<file path="src/rtl/audio_dac_serializer.sv">
// Serializes the ROM word selected by Add to the codec DAC port in left-justified
// format, generating BCLK/LRCK locally and handshaking with the address generator.
module audio_dac_serializer #(
   parameter int BCLK_DIV = 16,
   parameter int ROM_LAT  = 2
) (
   input  logic        Clk,
   input  logic        Reset_n,
   input  logic        INIT_FINISH,
   input  logic [16:0] Add,
   input  logic [15:0] sample_in,
   output logic        AUD_BCLK,
   output logic        AUD_DACLRCK,
   output logic        AUD_DACDAT,
   output logic        data_over,
   output logic        underrun
);

   localparam int DIV_W = $clog2(BCLK_DIV);
   localparam logic [DIV_W-1:0] DIV_MAX = DIV_W'(BCLK_DIV - 1);
   localparam logic [DIV_W-1:0] DIV_ONE = DIV_W'(1);
   localparam logic [2:0]       LAT     = 3'(ROM_LAT);

   typedef enum logic {IDLE, RUN} state_t;

   state_t           state_q, state_d;
   logic [DIV_W-1:0] div_q, div_d;
   logic             bclk_q, bclk_d;
   logic [4:0]       bit_q, bit_d;
   logic             first_q, first_d;
   logic [16:0]      add_q;
   logic [2:0]       dly_q, dly_d;
   logic [15:0]      pending_q, pending_d;
   logic [15:0]      word_q, word_d;
   logic             fresh_q, fresh_d;
   logic             lrck_q, lrck_d;
   logic             dat_q, dat_d;
   logic             over_q, over_d;
   logic             under_q, under_d;
   logic             fall;
   logic             latch;

   always_ff @(posedge Clk or negedge Reset_n) begin
      if (!Reset_n) begin
         state_q   <= IDLE;
         div_q     <= '0;
         bclk_q    <= 1'b0;
         bit_q     <= '0;
         first_q   <= 1'b1;
         add_q     <= '0;
         dly_q     <= '0;
         pending_q <= '0;
         word_q    <= '0;
         fresh_q   <= 1'b0;
         lrck_q    <= 1'b0;
         dat_q     <= 1'b0;
         over_q    <= 1'b0;
         under_q   <= 1'b0;
      end else begin
         state_q   <= state_d;
         div_q     <= div_d;
         bclk_q    <= bclk_d;
         bit_q     <= bit_d;
         first_q   <= first_d;
         add_q     <= Add;
         dly_q     <= dly_d;
         pending_q <= pending_d;
         word_q    <= word_d;
         fresh_q   <= fresh_d;
         lrck_q    <= lrck_d;
         dat_q     <= dat_d;
         over_q    <= over_d;
         under_q   <= under_d;
      end
   end

   always_comb begin
      state_d   = state_q;
      div_d     = div_q;
      bclk_d    = bclk_q;
      bit_d     = bit_q;
      first_d   = first_q;
      dly_d     = dly_q;
      pending_d = pending_q;
      word_d    = word_q;
      fresh_d   = fresh_q;
      lrck_d    = lrck_q;
      dat_d     = dat_q;
      over_d    = over_q;
      under_d   = 1'b0;
      fall      = 1'b0;
      latch     = 1'b0;

      case (state_q)
         IDLE: begin
            if (INIT_FINISH) state_d = RUN;
         end
         RUN: begin
            if (!INIT_FINISH) begin
               state_d   = IDLE;
               div_d     = '0;
               bclk_d    = 1'b0;
               bit_d     = '0;
               first_d   = 1'b1;
               dly_d     = '0;
               pending_d = '0;
               word_d    = '0;
               fresh_d   = 1'b0;
               lrck_d    = 1'b0;
               dat_d     = 1'b0;
               over_d    = 1'b0;
            end else begin
               if (div_q == DIV_MAX) begin
                  div_d  = '0;
                  bclk_d = ~bclk_q;
                  fall   = bclk_q;
               end else begin
                  div_d = div_q + DIV_ONE;
               end

               // The first falling toggle after entry opens slot 0 instead of advancing.
               if (fall) begin
                  if (first_q) begin
                     bit_d   = '0;
                     first_d = 1'b0;
                     latch   = 1'b1;
                  end else begin
                     bit_d = bit_q + 5'd1;
                     latch = (bit_q == 5'd31);
                  end
                  if (latch) begin
                     word_d  = pending_q;
                     fresh_d = 1'b0;
                     over_d  = 1'b1;
                     under_d = ~fresh_q;
                  end
                  lrck_d = bit_d[4];
                  dat_d  = word_d[~bit_d[3:0]];
               end

               // Capture is evaluated after the latch so it wins for fresh/data_over.
               if (Add != add_q) begin
                  dly_d = LAT;
               end else if (dly_q != 3'd0) begin
                  dly_d = dly_q - 3'd1;
                  if (dly_q == 3'd1) begin
                     pending_d = sample_in;
                     fresh_d   = 1'b1;
                     over_d    = 1'b0;
                  end
               end
            end
         end
         default: state_d = IDLE;
      endcase
   end

   assign AUD_BCLK    = bclk_q;
   assign AUD_DACLRCK = lrck_q;
   assign AUD_DACDAT  = dat_q;
   assign data_over   = over_q;
   assign underrun    = under_q;

endmodule

</file>
<file path="config.mk">
export PLATFORM = sky130hd
export DESIGN_NAME = audio_dac_serializer
export DESIGN_NICKNAME = d
export VERILOG_FILES = /design/src/rtl/audio_dac_serializer.sv
export SDC_FILE = /design/constraint.sdc
export NUM_CORES = 1
export LEC_CHECK = 0
export BUFFER_PORTS_ARGS = -buffer_cell sky130_fd_sc_hd__buf_2
export CORE_MARGIN = 8
export CORE_UTILIZATION = 35
export CTS_BUF_LIST = sky130_fd_sc_hd__clkbuf_2 sky130_fd_sc_hd__clkbuf_4 sky130_fd_sc_hd__clkbuf_8
export DETAILED_ROUTE_END_ITERATION = 6
export PLACE_DENSITY = 0.64
export SETUP_SLACK_MARGIN = 0.02
export SKIP_LAST_GASP = 1
export SYNTH_ARGS = -nofsm -noshare
export SYNTH_HDL_FRONTEND = slang
export SYNTH_SLANG_ARGS = --single-unit
</file>
<file path="constraint.sdc">
create_clock -name Clk -period 3.8 [get_ports Clk]
set_input_delay 0 -clock Clk [delete_from_list [all_inputs] [get_ports Clk]]
set_output_delay 0 -clock Clk [all_outputs]
set_load 0.005 [all_outputs]
</file>
==> metrics.txt, run 1 <==
status finished, final reports clean; clock buffer depth 2; vias in the first global route 2592; GPL Wtd Cong 0.841; cell mode on critical path ha_1; number of synthesis warnings 0; Worst Hold Class primary input to register; final setup TNS 0 ns; post-route minimum period 2.93 ns; Worst Tran Pin Value 1.01 ns; worst vdd ir 229 uV; Fillers 846; Yosys cell types 50; slew margin rel. 32.7%; DR DRC count 0; post-CTS setup buffers 0; post-route ant nets 0; largest net degree at the start of global routing 48; slowest stage cell, crit path nor2_1; GRT Util Overall 12.3%; Max Cap Viol 0; vias per cell 5.27; type of the worst setup path register to register; crit path buf inv count 0; PwrDens 370 nW/um2; number of I/O pins 41; drt first pass iters 4; CTS tree yes; worst-path fanout max 15; syn_area_per_cell 11.5 um2; CP delay by family, top simple AND/OR/NAND/NOR gates; die area 12600 um2; final period utilization 77.2%; Num CTS Buffers 9; Skew-Pair Late Insertion Delay 0.34 ns; CP startpoint kind register; via count 2496; Post-Syn Area 3230 um2; clk_skew 0.00668 ns; Critical Path AT 3.16 ns; DRT iter0 DRCs 72; clock-pin slew on the worst setup and hold paths 0.07 ns; worst setup margin 0.868 ns; final hold vios 0; register area share after synthesis 52.7%; die width 112 um; Final Slew Violations 0; initial antenna violation count 0; CP peak stage delay 0.74 ns; drt total wl 7300 um; detail-routed net length per standard cell 15.4 um; top_reg_cell synth dfrtp_1; area growth from synthesis to layout 25.9%; initial core utilization 35.5%; post-CTS sizing 0; crit path cell chain ha_1 > and3_1 > ha_1 > nor2_1 > mux4_2 > nand2_1 > nand3_1 > a32oi_1 > o31ai_1; core area 9110 um2; post-synthesis cell count 281; commonest non-fill, non-tap cell in the layout dfrtp_1; ys async rst share 100%; number of flops mapped to enable cells by yosys 0; register bit total from synthesis 68; Critical Path RT 4.02 ns; PortBufs 40; grt ovf 0; static leakage 1.96 nW; setup violators final 0; Clk Tree Root Cell clkbuf_8; most frequent cells in the layout dfrtp_1, buf_2, dlygate4sd3_1, mux2i_1, a22o_1; total power 0.00151 W; syn_nets 323; Critical Path End Type register; die height 112 um; fin nets 400; Place WS 0.876 ns; layout cell share with drive strength beyond 1 18.7%; # H-tree levels 3; antenna cells 0; f_max 0.341 GHz; clock tree sinks 68; RSZ-0062 raised after global routing false; first-pass GRT wire length 12600 um; Rows 35; Final HPWL DP 4900 um
## final timing paths
kind,slack (ns),to,cells past startpoint,startpoint
hold reg to reg,0.48,underrun$_DFF_PN0_,1,fresh_q$_DFFE_PN0P_
min in group asynchronous,0.36,add_q[3]$_DFF_PN0_,2,Reset_n
setup / recovery,0.87,AUD_DACDAT$_DFFE_PN0P_,9,bit_q[1]$_DFFE_PN0P_
hold / removal,0.31,add_q[11]$_DFF_PN0_,2,Add[11]
max in group asynchronous,2.51,first_q$_DFFE_PN1P_,3,Reset_n
setup reg to reg,0.87,AUD_DACDAT$_DFFE_PN0P_,9,bit_q[1]$_DFFE_PN0P_
## metal layers
layer,up-vias,global-route usage (%),routed length [um]
met5,-,0,0
met1,1216,16.1,3400
met2,63,19.1,3420
met3,11,3.06,378
li1,1206,-,-
met4,0,5.13,104
## cell families (layout without fill, tap and decap cells)
family                   after synthesis  after routing  synth area share, %
AND/OR/NAND/NOR                       58             58                 9.02
multiplexers                          23             23                 7.55
adder cells (fa/ha/maj)                6              6                 2.32
AO/OA/AOI/OAI                         80             80                 19.1
buffers and inverters                 27            109                 4.18
flip-flops                            68             68                 52.7
XOR/XNOR                              19             19                 5.15
## sequential cells by signal, summed over array words and instances, names as in the netlist
| name | cells |
|---|---|
| AUD_DACLRCK | 1 |
| bit_q | 4 |
| div_q | 4 |
| word_q | 16 |
| AUD_BCLK | 1 |
| fresh_q | 1 |
| dly_q | 3 |
| AUD_DACDAT | 1 |
| state_q | 1 |
| first_q | 1 |
| pending_q | 16 |
| data_over | 1 |
| underrun | 1 |
| add_q | 17 |
## area by class of cell
cell class	instances	area [um2]	area share, %
multi-input cells	186	1390	34.3
clock inverters	5	52.6	1.29
clock buffers	11	139	3.41
inverters	12	45.0	1.11
well taps	111	139	3.41
repair buffers	81	596	14.6
flip-flops and latches	68	1700	41.9
## stage by stage
stage / std cells / area [um2] / utilization (%) / hold WS (ns)
after floorplan: 281 / 3230 / - / -0.296
after global placement: 423 / 3530 / 38.7 / 0.134
after detailed placement: 423 / 3530 / 38.7 / 0.134
after CTS: 474 / 4070 / 44.7 / 0.296
after global routing: 474 / 4070 / 44.7 / 0.313
final: 474 / 4070 / 44.7 / 0.309
## report_power, final
group / total (W) / switching (W) / internal, W
Sequential: 0.000778 / 0.0000257 / 0.000752
Clock: 0.000580 / 0.000266 / 0.000314
Combinational: 0.000148 / 0.0000735 / 0.0000743
Total: 0.00151 / 0.000365 / 0.00114
## synth_stat cells, drive strengths merged, types with 2 or more instances
master / instances / area, um2
nand3: 9 / 45.0
nor3: 7 / 46.3
o21ai: 13 / 65.1
ha: 6 / 75.1
buf: 8 / 63.8
o22ai: 3 / 18.8
dfrtp: 67 / 1680
o31ai: 2 / 15.0
a22o: 20 / 175
nor2b: 2 / 12.5
o2bb2ai: 14 / 123
xor2: 16 / 140
nor2: 11 / 41.3
nand4: 4 / 25.0
a311oi: 2 / 17.5
xnor2: 3 / 26.3
a211oi: 2 / 15.0
mux2i: 21 / 210
nor4: 4 / 25.0
and3: 6 / 37.5
inv: 11 / 41.3
nand2: 14 / 52.6
a41o: 2 / 21.3
a21oi: 8 / 43.8
clkbuf: 7 / 26.3
## repair_timing
action                                  CTS  global route
hold endpoints to repair                 82             0
endpoints found under the setup margin    0             0
hold buffers                             35             0
(Power assumes the default switching activity.)
==> run 2: changes to the inputs <==
clock period = 3 ns   (was 3.8 ns; I/O delays follow)
==> metrics.txt, run 2 (synthesized netlist as in run 1, its figures left out) <==
antenna cells 0 (unchanged); Worst Hold Class primary input to async pin; detail-routed net length per standard cell 15.6 um (+1.5%); reg2reg start bit_q[1]$_DFFE_PN0P_; post-CTS setup buffers 0 (unchanged); area growth from synthesis to layout 26.2%; clock buffer depth 2 (unchanged); CP startpoint bit_q[1]$_DFFE_PN0P_; post-route minimum period 2.50 ns (-0.429 ns); most frequent cells in the layout dfrtp_1, buf_2, dlygate4sd3_1, mux2i_1, a22o_1; RSZ-0062 raised after global routing false; worst-path fanout max 16 (+1); type of the worst setup path register to register; Worst Tran Pin Value 1.15 ns (+0.142 ns); status finished, final reports clean; Rows 35 (unchanged); clock tree sinks 68 (unchanged); f_max 0.400 GHz (+17%); via count 2533 (+1.5%); final setup TNS 0 ns (unchanged); worst vdd ir 268 uV (+17%); die area 12600 um2 (unchanged); max FFs per register 17 (unchanged); vias per cell 5.33 (+1.3%); DRT iter0 DRCs 154 (+110%); GPL Wtd Cong 0.855 (+1.7%); commonest non-fill, non-tap cell in the layout dfrtp_1; Clk Tree Root Cell clkbuf_8; drt first pass iters 4 (unchanged); Skew-Pair Late Insertion Delay 0.34 ns (about the same); Max Cap Viol 0 (unchanged); Fillers 859 (+1.5%); initial core utilization 35.5% (unchanged); clock-pin slew on the worst setup and hold paths 0.07 ns (about the same); CTS Hold Bufs 35 (unchanged); Num CTS Buffers 9 (unchanged); Critical Path AT 2.78 ns (-0.38 ns); setup violators final 0 (unchanged); grt ovf 0 (unchanged); DR DRC count 0 (unchanged); first-pass GRT wire length 13000 um (+2.4%); initial antenna violation count 0 (unchanged); CTS tree yes; layout cell share with drive strength beyond 1 19.0% (+0.22 points); final period utilization 83.4% (+6.3 points); post-CTS sizing 0 (unchanged); number of I/O pins 41 (unchanged); Most flops, register add_q; PwrDens 464 nW/um2 (+25%); Largest regs add_q (17), pending_q (16), word_q (16); WHS 0.311 ns (+0.00262 ns); Critical Path RT 3.28 ns (-0.74 ns); GRT Util Overall 12.7% (+0.35 points); core area 9110 um2 (unchanged); final hold vios 0 (unchanged); Final Slew Violations 0 (unchanged); slew margin rel. 22.9% (-9.7 points); vias in the first global route 2667 (+2.9%); Final HPWL DP 5020 um (+2.4%); drt total wl 7430 um (+1.7%); post-route ant nets 0 (unchanged); dpl cell area 3550 um2 (+0.64%); final instance area 4080 um2 (+0.25%); largest net degree at the start of global routing 40 (-17%); die width 112 um (unchanged); clk_skew 0.0101 ns (+0.00344 ns); die height 112 um (unchanged); # H-tree levels 3 (unchanged); PortBufs 40 (unchanged); fin nets 403 (+0.75%); Critical Path End Type register; static leakage 1.97 nW (+0.53%); CP startpoint kind register
run 2: cell count changes in the layout (fill, tap and decap cells not counted), sizes merged:
cell and delta:
clkinvlp -1, clkinv -1, buf +3
run 2: metal layers:
layer | up-vias | global-route usage (%) | part of all wire [%]
li1 | 1209 | - | -
met1 | 1244 | 15.9 | 47
met2 | 67 | 20.0 | 46
met3 | 13 | 3.11 | 5.3
met4 | 0 | 6.12 | 1.9
met5 | - | 0 | 0
run 2: final timing paths:
check                                            to  slack [ns]  cells past startpoint
hold / removal                  add_q[15]$_DFF_PN0_        0.31                      2
setup reg to reg             word_q[12]$_DFFE_PN0P_        0.50                      7
setup / recovery             word_q[12]$_DFFE_PN0P_        0.50                      7
min in group Clk                 add_q[3]$_DFF_PN0_        0.32                      2
max in group asynchronous  pending_q[7]$_DFFE_PN0P_        1.94                      3
hold reg to reg                  underrun$_DFF_PN0_        0.48                      1
run 2: report_power, final:
part	switching (W)	leakage (nW)	total, W	internal, W
Combinational	0.0000952	0.979	0.000192	0.0000967
Sequential	0.0000289	0.896	0.000981	0.000952
Clock	0.000327	0.0959	0.000717	0.000391
run 2: stage by stage:
| stage | power [W] | util, % | setup slack, ns | instances |
|---|---|---|---|---|
| floorplan | 0.00108 | - | 0.764 | 281 |
| finish | 0.00189 | 44.8 | 0.497 | 475 |
| global placement | 0.00115 | 39.0 | 0.583 | 426 |
| detailed placement | 0.00116 | 39.0 | 0.485 | 426 |
| global route | 0.00197 | 44.8 | 0.281 | 475 |
| CTS | 0.00192 | 44.8 | 0.471 | 475 |
run 2: cell type report:
class / instances / area, um2 / share of cell area [%]
clock inverters: 3 / 40.0 / 0.982
inverters: 12 / 45.0 / 1.10
well taps: 111 / 139 / 3.41
flip-flops and latches: 68 / 1700 / 41.8
repair buffers: 84 / 618 / 15.2
multi-input cells: 186 / 1390 / 34.2
clock buffers: 11 / 139 / 3.41
run 2: worst max-delay path, stage by stage, from the launching register on:
cell     delay, ns
dfrtp_1       0.37
ha_1          0.18
and3_1        0.17
ha_1          0.27
nor2_1        0.08
buf_4         0.19
nor2_1        0.89
a22o_1        0.29
